[config.mk]
export PLATFORM = sky130hd
export DESIGN_NAME = a_subtract_b
export DESIGN_NICKNAME = d
export VERILOG_FILES = /design/src/rtl/asub_pkg.sv /design/src/rtl/a_sub_bit.sv /design/src/rtl/a_subtract_b.sv
export SDC_FILE = /design/constraint.sdc
export NUM_CORES = 1
export LEC_CHECK = 0
export ABC_AREA = 1
export CAP_MARGIN = 30
export CORE_AREA = 2 2 39 41
export CTS_BUF_LIST = sky130_fd_sc_hd__clkbuf_2 sky130_fd_sc_hd__clkbuf_4 sky130_fd_sc_hd__clkbuf_8
export DETAILED_ROUTE_END_ITERATION = 8
export DIE_AREA = 0 0 41 43
export GPL_TIMING_DRIVEN = 1
export PLACE_DENSITY = 0.71
export SLEW_MARGIN = 20
export SYNTH_ARGS = -nofsm -noshare
export SYNTH_HDL_FRONTEND = slang
export SYNTH_HIERARCHICAL = 1
export SYNTH_SLANG_ARGS = --single-unit
[constraint.sdc]
create_clock -name clk -period 3.3 [get_ports clk]
set_input_delay 0.33 -clock clk [delete_from_list [all_inputs] [get_ports clk]]
set_output_delay 0.33 -clock clk [all_outputs]
set_load 0.01 [all_outputs]
[src/rtl/asub_pkg.sv]
// asub_pkg: shared width constants and result type for the a_subtract_b datapath
package asub_pkg;
  localparam int ASUB_DEFAULT_N = 4;
  localparam int ASUB_MAX_N = 32;
  typedef struct packed {
    logic [ASUB_MAX_N:0] diff;
    logic                borrow;
  } asub_result_t;
endpackage

[src/rtl/a_sub_bit.sv]
// a_sub_bit: one-bit full subtractor, d = a - b - bin with borrow out
module a_sub_bit (
  input  logic a,
  input  logic b,
  input  logic bin,
  output logic d,
  output logic bout
);
  assign d = a ^ b ^ bin;
  assign bout = (~a & b) | (~(a ^ b) & bin);
endmodule

[src/rtl/a_subtract_b.sv]
// a_subtract_b: registered N+1-bit unsigned A-B via ripple-borrow chain; ASUB_SATURATE_EN clamps underflow to 0
module a_subtract_b
  import asub_pkg::*;
#(
  parameter int N = ASUB_DEFAULT_N
) (
  input  logic         clk,
  input  logic         rst_n,
  input  logic         in_valid,
  input  logic [N-1:0] A,
  input  logic [N-1:0] B,
  output logic         out_valid,
  output logic [N:0]   S,
  output logic         borrow
);
  logic [N:0]   bw;
  logic [N-1:0] d;
  logic [N:0]   s_nxt;
  assign bw[0] = 1'b0;
  for (genvar g = 0; g < N; g++) begin : g_chain
    a_sub_bit u_bit (
      .a(A[g]),
      .b(B[g]),
      .bin(bw[g]),
      .d(d[g]),
      .bout(bw[g+1])
    );
  end
  // zero-extended operands make the top difference bit equal the final borrow
`ifdef ASUB_SATURATE_EN
  assign s_nxt = bw[N] ? '0 : {bw[N], d};
`else
  assign s_nxt = {bw[N], d};
`endif
  always_ff @(posedge clk) begin
    if (!rst_n) begin
      out_valid <= 1'b0;
      S <= '0;
      borrow <= 1'b0;
    end else begin
      out_valid <= in_valid;
      if (in_valid) begin
        S <= s_nxt;
        borrow <= bw[N];
      end
    end
  end
endmodule

## Word-level counts from Yosys, hierarchy flattened

Cells that the tools add are included.

- Bits in registers: 7
- Bits of input ports: 11
- Output and inout port bits: 7

- Bitwise logic cells: 24

Operators by type and width:

| cell | count |
|---|---|
| 1-bit bitwise AND | 7 |
| 1-bit inverter | 7 |
| 1-bit bitwise XOR | 7 |
| 1-bit OR | 3 |

## Depth between registers and ports, before layout

- Depth in word-level cells: 8
- Gate-level depth with buffers: 16

## Hierarchy

Netlist, hierarchy kept.

By module, submodules not included:

| module | instances | cells each | area each (um^2) | seq. area each (um^2) |
|---|---|---|---|---|
| a_subtract_b | 1 | 36 | 256.5 | 120.1 |
| a_sub_bit | 4 | 4 | 31.3 | 0.0 |

## Least setup slack after synthesis

No wires, ideal clock.

- Path kind: input to register
- Start: input B[0]
- End: register S[3]
- Data arrival time: 2.295 ns
- Data required time: 3.186 ns
- Slack: 0.891 ns
- Cell stages on the path: 15
- Cells stage by stage: inv_1 fa_1 inv_1 inv_1 fa_1 inv_1 inv_1 fa_1 inv_1 inv_1 fa_1 inv_1 nand2_2 nand2_1 nor2_2

- Longest elaborated chain between the ends: 6

Ends and longest elaborated chain:

| item | RTL line | text |
|---|---|---|
| start, declared | a_subtract_b.sv:11 | `input logic [N-1:0] B,` |
| 1-bit bitwise AND | a_sub_bit.sv:10 | `assign bout = (~a & b) \| (~(a ^ b) & bin);` |
| via bw[1] | a_subtract_b.sv:16 | `logic [N:0] bw;` |
| 1-bit bitwise AND | a_sub_bit.sv:10 |  |
| 1-bit OR | a_sub_bit.sv:10 |  |
| via bw[2] | a_subtract_b.sv:16 |  |
| 1-bit bitwise AND | a_sub_bit.sv:10 |  |
| 1-bit OR | a_sub_bit.sv:10 |  |
| via bw[3] | a_subtract_b.sv:16 |  |
| 1-bit bitwise XOR | a_sub_bit.sv:9 | `assign d = a ^ b ^ bin;` |
| via d[3] | a_subtract_b.sv:17 | `logic [N-1:0] d;` |
| end signal, assigned | a_subtract_b.sv:43 | `S <= s_nxt;` |
| end, declared | a_subtract_b.sv:13 | `output logic [N:0] S,` |

The timed path passes the listed nets, and every way through them passes these cells.
A chain may end at the register's enable or synchronous reset.

## Worst setup path in the final report

Ends and elaborated chain as after synthesis.

==> out/qor.yml <==
status:
  outcome: "complete, no violations"
yosys:
  ys_ff_latch: 6
  ys_seq_area_share_pct: 31.5
  yosysWarnings: 6
  synth_fa_ha_area_share_pct: 21.0
  synthSimpleGateAreaFrac_pct: 23.9
  netlist_instances: 52
  synthMuxAreaShare_pct: 0
  avgSynthCellArea_um2: 7.34
  yosys.area.top_type: "dfxtp_1"
  synth_cell_types: 10
  synth.top_cell.area_share_pct: 31.5
  syn-cell-area_um2: 382
  synth_compound_area_share_pct: 0
  syn_nets: 67
  synth_xor_area_share_pct: 0
  synth_top_family_by_area: "simple AND/OR/NAND/NOR gates"
  synth_area_leaders: "dfxtp_1, fa_1, inv_1, nand2_1, nor2_2"
min_path:
  hold_depth: 2
  hp-start: "S[3]$_SDFFE_PN0P_"
  hold_class: "register to register"
  holdPathEnd: "S[3]$_SDFFE_PN0P_"
critical_path:
  end_kind: "register"
  cp.required_ps: 3430
  r2r_end: "S[4]$_SDFFE_PN0P_"
  reg2reg_from: "S[4]$_SDFFE_PN0P_"
  arrival_ps: 2830
  criticalPathCategory: "primary input to register"
  reg2reg_depth: 2
  r2r_slack_ps: 2710
  critPathLaunchType: "primary input"
  cp_max_fo: 1
sta:
  tns_ps: 0
  rsz0062_at_grt: "false"
  finalMaxSlewViolations: 0
  min_period_ps: 2690
  period_share_pct: 81.6
  hold_viol_final: 0
  setup_violations: 0
  setup_slack_ps: 606
  clock_skew_ps: 0
  fmax_mhz: 371
routing:
  vias: 298
  top_layer_used: "met3"
  wl_met2_um: 313
  route.detailed.drc: 0
  routedLengthMet1_um: 224
  drt_iter0_markers: 1
  first_pass_iters: 2
  ant_nets: 0
  avgViaCountPerCell: 3.47
  routed_wl_um: 563
  dr_wl_met3_um: 25
  wire_per_inst_um: 6.55
final_layout:
  drive_above_1_share_pct: 11.4
  nNetsFinal: 87
  syn2layout_area_growth_pct: 50.8
  final_cell_area_um2: 576
  antenna-diode-count: 0
  fin_util_pct: 41.6
clock_tree:
  clkLatencyLatePin_ps: 240
  cts_setup_buffers: 0
  cts_inserted_buffers: 3
  cts_tree: "done"
  hold_buffers: 0
  clk_path_buf_depth: 2
  cts.sinks: 6
  cts.htree.levels: 1
  path_clk_slew_ps: 40
  cts_resized: 0
  cts_root_buffer: "clkbuf_4"
placed_design:
  place_hpwl_um: 490
  place_ws_ps: 323
  routabilityCongestion: 0.626
  placed_cell_area_um2: 553
  port_buffers: 17
floorplanning:
  initial_core_util_pct: 27.6
  ios: 18
  die_width_um: 41
  rows: 14
  core_area_mm2: 0.00138
  dieArea_mm2: 0.00176
  die_h_um: 43
global_routing:
  grt_start_max_net_pins: 12
  grt_overflow: 0
  antenna_found_initial: 0
  grt_pass1_vias: 269
  grtUsageTotal_pct: 8.59
  grt_pass1_wl_um: 966
flow_run:
  max_cap_violations: 0
power_and_ir_drop:
  power_mw: 0.209
  power_density_mw_per_mm2: 363
  peakVddDrop_mv: 0.107
  leakage_nw: 0.303
## cell type report
class                      instances  area [um^2]
sequential                         6          120
clock buffer                       3         22.5
fill                             153          808
inverter                          18         67.6
timing repair buffer              17          170
multi-input combinational         26          175
tap                               16         20.0
## cell families (layout without fill, tap and decap cells)
| group | count (synthesis) | after routing |
|---|---|---|
| flip-flops | 6 | 6 |
| adder cells (fa/ha/maj) | 4 | 4 |
| AND/OR/NAND/NOR | 21 | 21 |
| buffers and inverters | 20 | 38 |
| other | 1 | 1 |
## metal layers
metal / global-route usage [%] / up-vias
met5: 0 / -
met3: 0 / 0
li1: - / 172
met2: 11.3 / 10
met4: 12.0 / 0
met1: 10.2 / 116
## cells in the mapped netlist
cell and count:
conb_1 1, nor2_2 4, nor2_1 6, fa_1 4
nand2_1 10, buf_4 1, dfxtp_1 6, nand2_2 1
buf_6 1, inv_1 18
## how the worst max path moves through the flow
stage	start	to	slack, ps	depth (start not counted)
finish	B[0]	S[3]$_SDFFE_PN0P_	610	16
global route	B[0]	S[3]$_SDFFE_PN0P_	410	16
CTS	B[0]	S[3]$_SDFFE_PN0P_	580	16
detailed placement	B[0]	S[3]$_SDFFE_PN0P_	320	16
global placement	B[0]	S[3]$_SDFFE_PN0P_	360	16
floorplan	B[0]	S[3]$_SDFFE_PN0P_	890	15
## state kept, by name (all words and copies together), names as in the netlist
| signal | flops |
|---|---|
| S | 5 |
| out_valid | 1 |
## cells in the final DEF, fill, tap and decap left out
master           count
nand2_1             10
conb_1               1
inv_1               18
clkbuf_4             3
fa_1                 4
nor2_2               4
nand2_2              1
nor2_1               6
dfxtp_1              6
clkdlybuf4s50_1     17
## power by group
group | switching (mW) | total [mW] | internal, mW | leakage [nW]
registers | 0.00315 | 0.0823 | 0.0791 | 0.0499
logic | 0.0271 | 0.0611 | 0.0340 | 0.239
clock network | 0.0245 | 0.0655 | 0.0410 | 0.0138
total | 0.0547 | 0.209 | 0.154 | 0.303
## through the flow
step | instances | hold WS [ps]
2_1_floorplan | 52 | 428
5_1_grt | 86 | 526
3_3_place_gp | 83 | 468
6_report | 86 | 480
3_5_place_dp | 83 | 470
4_1_cts | 86 | 483
## critical path, stage by stage
cell,delay (ps)
clkdlybuf4s50_1,450
inv_1,50
fa_1,380
inv_1,60
inv_1,40
fa_1,350
inv_1,60
inv_1,40
fa_1,350
inv_1,60
inv_1,40
fa_1,420
inv_1,70
nand2_2,40
nand2_1,70
nor2_2,30
(Power assumes the default switching activity.)
